==> src/rtl/scan_pkg.sv <==
// Shared types and helpers for the seven-segment digit scan controller.
package scan_pkg;

    typedef enum logic [1:0] {IDLE, ON, GUARD} scan_state_t;

    localparam int unsigned MAX_DIG = 5;

    // Active-low anode pattern with only digit `sel` driven low.
    function automatic logic [4:0] onehot_n(input logic [2:0] sel);
        return ~(5'b00001 << sel);
    endfunction

    // Digit counts outside 1..MAX_DIG fall back to a full scan.
    function automatic logic [2:0] norm_count(input logic [2:0] n);
        return (n == 3'd0 || n > 3'(MAX_DIG)) ? 3'(MAX_DIG) : n;
    endfunction

endpackage

==> src/rtl/scan_prescaler.sv <==
// Free-running up counter 0..LIMIT-1 with synchronous clear and terminal-count flag.
module scan_prescaler #(
    parameter int unsigned LIMIT = 4
) (
    input  logic clk,
    input  logic rst_n,
    input  logic en,
    input  logic clr,
    output logic tc
);

    localparam int unsigned W = (LIMIT > 1) ? $clog2(LIMIT) : 1;

    logic [W-1:0] cnt_q;

    assign tc = (cnt_q == W'(LIMIT - 1));

    always_ff @(posedge clk or negedge rst_n) begin
        if (!rst_n) begin
            cnt_q <= '0;
        end else if (clr) begin
            cnt_q <= '0;
        end else if (en) begin
            cnt_q <= tc ? '0 : cnt_q + W'(1);
        end
    end

endmodule

==> src/rtl/digit_scan_ctrl.sv <==
// Time-multiplexed digit scanner: steps the mux select, drives active-low anodes
// with a dark guard between digits, and flags each frame wrap.
module digit_scan_ctrl
    import scan_pkg::*;
#(
    parameter int unsigned CLK_DIV = 100000,
    parameter int unsigned DEAD    = 2
) (
    input  logic       clk,
    input  logic       rst_n,
    input  logic       en,
    input  logic [2:0] n_active,
    input  logic [4:0] blank_mask,
    output logic [3:0] sel,
    output logic [4:0] an,
    output logic       frame_done
);

    localparam bit          HAS_GUARD = (DEAD > 0);
    localparam int unsigned GUARD_LEN = (DEAD > 0) ? DEAD : 1;

    scan_state_t state_q, state_d;
    logic [2:0]  sel_q, sel_d, next_sel;
    logic [2:0]  dig_cnt_q, dig_cnt_d;
    logic [4:0]  an_q, an_d;
    logic        frame_done_q, frame_done_d;
    logic        wrap;
    logic        dwell_run, dwell_clr, dwell_tc;
    logic        guard_run, guard_clr, guard_tc;

    // Counters sit at zero outside their own state, so each slot starts fresh.
    assign dwell_run = (state_q == ON);
    assign dwell_clr = !en || (state_q != ON);
    assign guard_run = (state_q == GUARD);
    assign guard_clr = !en || (state_q != GUARD);

    scan_prescaler #(
        .LIMIT(CLK_DIV)
    ) u_dwell (
        .clk  (clk),
        .rst_n(rst_n),
        .en   (dwell_run),
        .clr  (dwell_clr),
        .tc   (dwell_tc)
    );

    scan_prescaler #(
        .LIMIT(GUARD_LEN)
    ) u_guard (
        .clk  (clk),
        .rst_n(rst_n),
        .en   (guard_run),
        .clr  (guard_clr),
        .tc   (guard_tc)
    );

    assign wrap     = (sel_q == dig_cnt_q - 3'd1);
    assign next_sel = wrap ? 3'd0 : sel_q + 3'd1;

    always_comb begin
        state_d      = state_q;
        sel_d        = sel_q;
        dig_cnt_d    = dig_cnt_q;
        frame_done_d = 1'b0;

        if (!en) begin
            state_d = IDLE;
            sel_d   = 3'd0;
        end else begin
            unique case (state_q)
                IDLE: begin
                    state_d   = ON;
                    sel_d     = 3'd0;
                    dig_cnt_d = norm_count(n_active);
                end
                ON: begin
                    if (dwell_tc) begin
                        // Select moves as the anode goes dark so the mux settles unlit.
                        sel_d        = next_sel;
                        frame_done_d = wrap;
                        if (wrap) begin
                            dig_cnt_d = norm_count(n_active);
                        end
                        state_d = HAS_GUARD ? GUARD : ON;
                    end
                end
                GUARD: begin
                    if (guard_tc) begin
                        state_d = ON;
                    end
                end
                default: begin
                    state_d = IDLE;
                    sel_d   = 3'd0;
                end
            endcase
        end

        an_d = 5'b11111;
        if (state_d == ON && !blank_mask[sel_d]) begin
            an_d = onehot_n(sel_d);
        end
    end

    always_ff @(posedge clk or negedge rst_n) begin
        if (!rst_n) begin
            state_q      <= IDLE;
            sel_q        <= 3'd0;
            dig_cnt_q    <= 3'(MAX_DIG);
            an_q         <= 5'b11111;
            frame_done_q <= 1'b0;
        end else begin
            state_q      <= state_d;
            sel_q        <= sel_d;
            dig_cnt_q    <= dig_cnt_d;
            an_q         <= an_d;
            frame_done_q <= frame_done_d;
        end
    end

    assign sel        = {1'b0, sel_q};
    assign an         = an_q;
    assign frame_done = frame_done_q;

endmodule

==> config.mk <==
export PLATFORM = sky130hd
export DESIGN_NAME = digit_scan_ctrl
export DESIGN_NICKNAME = d
export VERILOG_FILES = /design/src/rtl/scan_pkg.sv /design/src/rtl/scan_prescaler.sv /design/src/rtl/digit_scan_ctrl.sv
export SDC_FILE = /design/constraint.sdc
export NUM_CORES = 1
export LEC_CHECK = 0
export CAP_MARGIN = 20
export CORE_ASPECT_RATIO = 1.75
export CORE_UTILIZATION = 45
export DETAILED_ROUTE_END_ITERATION = 7
export GPL_TIMING_DRIVEN = 1
export PLACE_DENSITY = 0.76
export RECOVER_POWER = 100
export SYNTH_ARGS = -nofsm -noshare
export SYNTH_HDL_FRONTEND = slang
export SYNTH_SLANG_ARGS = --single-unit
export TNS_END_PERCENT = 1
==> constraint.sdc <==
create_clock -name clk -period 3.19 [get_ports clk]
set_clock_uncertainty 0.1 [all_clocks]
set_input_delay 0.638 -clock clk [delete_from_list [all_inputs] [get_ports clk]]
set_output_delay 0.638 -clock clk [all_outputs]
set_load 0.005 [all_outputs]
==> impl_metrics.csv <==
group,metric,value,unit
worst_hold_path,min_path_type,"flip-flop to flip-flop",
critical_path,cp.arrival,2.62,ns
critical_path,crit_path_start_kind,"flip-flop",
layout,area_growth,16.5,%
sta,rsz0062_at_grt,"no",
route,drt_iter0_drc,39,
layout,multiInputGateArea,886,µm²
clock_network,hold_buffers,0,
critical_path,crit_chain,"inv_1 -> ha_1 -> xnor2_1 -> or3_1 -> a41oi_1 -> clkinv_1 -> nand4bb_1",
sta,drv_slew,33,
yosys,yosysSeqAreaShare,0.458,
sta,finalSetupViolations,0,
layout,drive_above_1_share,0.0850,
yosys,synthCells,176,
critical_path,required,3.29,ns
global_route,grt_pass1_vias,1351,
power,power.density,418,nW/µm²
floorplanning,fp.dieW,49.4,µm
floorplanning,die_height,84.9,µm
floorplanning,start_util,0.478,
sta,finalCritPeriodShare,0.792,
sta,hold_viol_final,0,
global_route,antenna_found_initial,0,
yosys,synth_fa_ha_area_frac,0.0495,
layout,nets,218,
sta,slew_headroom,-0.132,
power,leakagePower,0.855,nW
yosys,yosys_register_bits,32,
yosys,async_reset_ff_frac,1.00,
route,wl_per_cell,14.1,µm
place,dpl.cell_count,239,
power,p_total,0.861,mW
place,dp_slack,0.808,ns
sta,worstMarginPinSlew,1.70,ns
clock_network,tritoncts,"built",
worst_hold_path,min_path_cells,1,
clock_network,cts_root_buf,"clkbuf_8",
yosys,syn-num-nets,194,
flow_run,max_cap_viol_count,1,
route,route.detailed.drc,0,
clock_network,cts_resized,0,
floorplanning,top_level_ports,21,
floorplanning,die_area,4200,µm²
yosys,yosys.cell_types.count,44,
critical_path,path_max_fanout,4,
layout,regArea,810,µm²
global_route,grt_pass1_wl,6.00,mm
yosys,synth_compound_area_frac,0.0870,
critical_path,max_stage_delay,0.53,ns
clock_network,cts.clk_slew.worst_paths,0.07,ns
sta,totalNegativeSetupSlack,0,ns
yosys,yosys.area_share.simple,0.252,
layout,layout_common_cells,"25 x dfrtp_1, 24 x nor2_1, 13 x nand2_1, 10 x xnor2_1, 10 x dlygate4sd3_1",
clock_network,cts.sinks,32,
yosys,yosys_most_used_dff,"dfrtp_1",
place,globalplace.congestion,0.830,
status,status,"finished, violations left",
global_route,gr-total-overflow,0,
floorplanning,num_rows,29,
place,hpwlAfterDp,2.55,mm
layout,fin_cells,246,
layout,diodes,0,
sta,whs,0.393,ns
sta,timing.final.ws_setup,0.664,ns
yosys,synth_area,1770,µm²
critical_path,setup.worst_path.end_class,"flip-flop",
yosys,synth.avg_cell_area,10.1,µm²
clock_network,cts_buffers,5,
clock_network,clockBufferDepth,2,
critical_path,cp.depth,7,
place,post_dp_cell_area,2010,µm²
layout,fin_util,0.557,
yosys,synth.area.mux_share,0.0177,
critical_path,cp_num_buf_inv,2,
sta,finalCriticalPeriod,2.53,ns
layout,final_common_cell,"dfrtp_1",
layout,n_fill_cell,347,
critical_path,path_class,"flip-flop to flip-flop",
critical_path,critPathTopFamily,"simple AND/OR/NAND/NOR gates",
yosys,synth_xor_area_frac,0.103,
place,io_buffers,19,
clock_network,post_cts_buffers,0,
global_route,grt_max_degree,33,
yosys,synth_warnings,0,
status,violations,"capacitance limit, slew limit",
floorplanning,fp.coreArea,3700,µm²
critical_path,reg2reg_depth,7,
route,drtAntennaViolNets,0,
clock_network,htreeDepth,2,
route,avgViaCountPerCell,5.46,
yosys,synth_edf_count,0,
route,dr.pass1.iters,4,
layout,stdcell_area,2060,µm²
critical_path,cp_slowest_cell,"dfstp_1",
power,irDropWorstVdd,0.000323,V
route,drt-total-wl,3.47,mm
yosys,synth_top_family_by_area,"simple AND/OR/NAND/NOR gates",
global_route,grt_use_total,0.190,
clock_network,clock_latency,0.29,ns
route,via_count,1343,
sta,fmax,396,MHz
==> cells in the mapped netlist, types with 2 or more instances <==
master | n | area, µm²
dfrtp_1 | 25 | 626
nor2_1 | 24 | 90.1
nand2_1 | 13 | 48.8
xnor2_1 | 10 | 87.6
inv_1 | 9 | 33.8
xor2_1 | 8 | 70.1
dfstp_2 | 7 | 184
ha_1 | 7 | 87.6
a21oi_1 | 6 | 30.0
nand3_1 | 6 | 30.0
nand2b_1 | 5 | 31.3
nand4_1 | 5 | 31.3
nor3_1 | 5 | 25.0
and3_1 | 4 | 25.0
nand4b_1 | 3 | 26.3
o21ai_0 | 3 | 15.0
a211o_1 | 2 | 17.5
and3b_1 | 2 | 17.5
and4_1 | 2 | 17.5
and4bb_2 | 2 | 25.0
buf_2 | 2 | 10.0
mux2i_1 | 2 | 20.0
nor4_1 | 2 | 12.5
o2111ai_1 | 2 | 17.5
==> metal layers <==
metal | track usage | vias to the layer above | part of all wire
li1 | - | 661 | -
met3 | 0.0502 | 8 | 0.031
met4 | 0.114 | 0 | 0.026
met5 | 0 | - | 0
met1 | 0.191 | 650 | 0.40
met2 | 0.342 | 24 | 0.54
==> registers in the layout (all words and copies together), names as in the netlist <==
register,count
an,5
dig_cnt_q,3
frame_done,1
sel_q,3
state_q,2
u_dwell.cnt_q,17
u_guard.tc,1
==> layout make-up <==
class | instances | share of cell area
multi-input combinational | 131 | 0.430
sequential | 32 | 0.393
timing repair buffer | 20 | 0.0941
clock buffer | 6 | 0.0352
tap | 46 | 0.0279
inverter | 10 | 0.0182
clock inverter | 1 | 0.00243
==> cell families after synthesis <==
group	after synthesis
xor gates and xnor gates	19
other	1
muxes	3
and+or+nand+nor	80
DFF	32
buffers and inverters	13
adders and majority gates	7
AOI/OAI and AO/OA	21
==> path summary, 6_finish.rpt <==
kind / startpoint / end / slack (ns)
setup / recovery: dig_cnt_q[0] / an[4] / 0.66
setup reg to reg: dig_cnt_q[0] / an[4] / 0.66
hold / removal: u_dwell.cnt_q[0] / u_dwell.cnt_q[0] / 0.39
max in group asynchronous: rst_n / sel_q[2] / 0.84
min in group asynchronous: rst_n / u_dwell.cnt_q[3] / 1.15
hold reg to reg: u_dwell.cnt_q[0] / u_dwell.cnt_q[0] / 0.39
==> where the power goes <==
part	switching (mW)	total, mW	internal, mW
registers	0.0103	0.434	0.424
logic	0.0709	0.132	0.0610
clock network	0.147	0.295	0.148
total	0.228	0.861	0.633
Power figures use the tool's default switching activity.
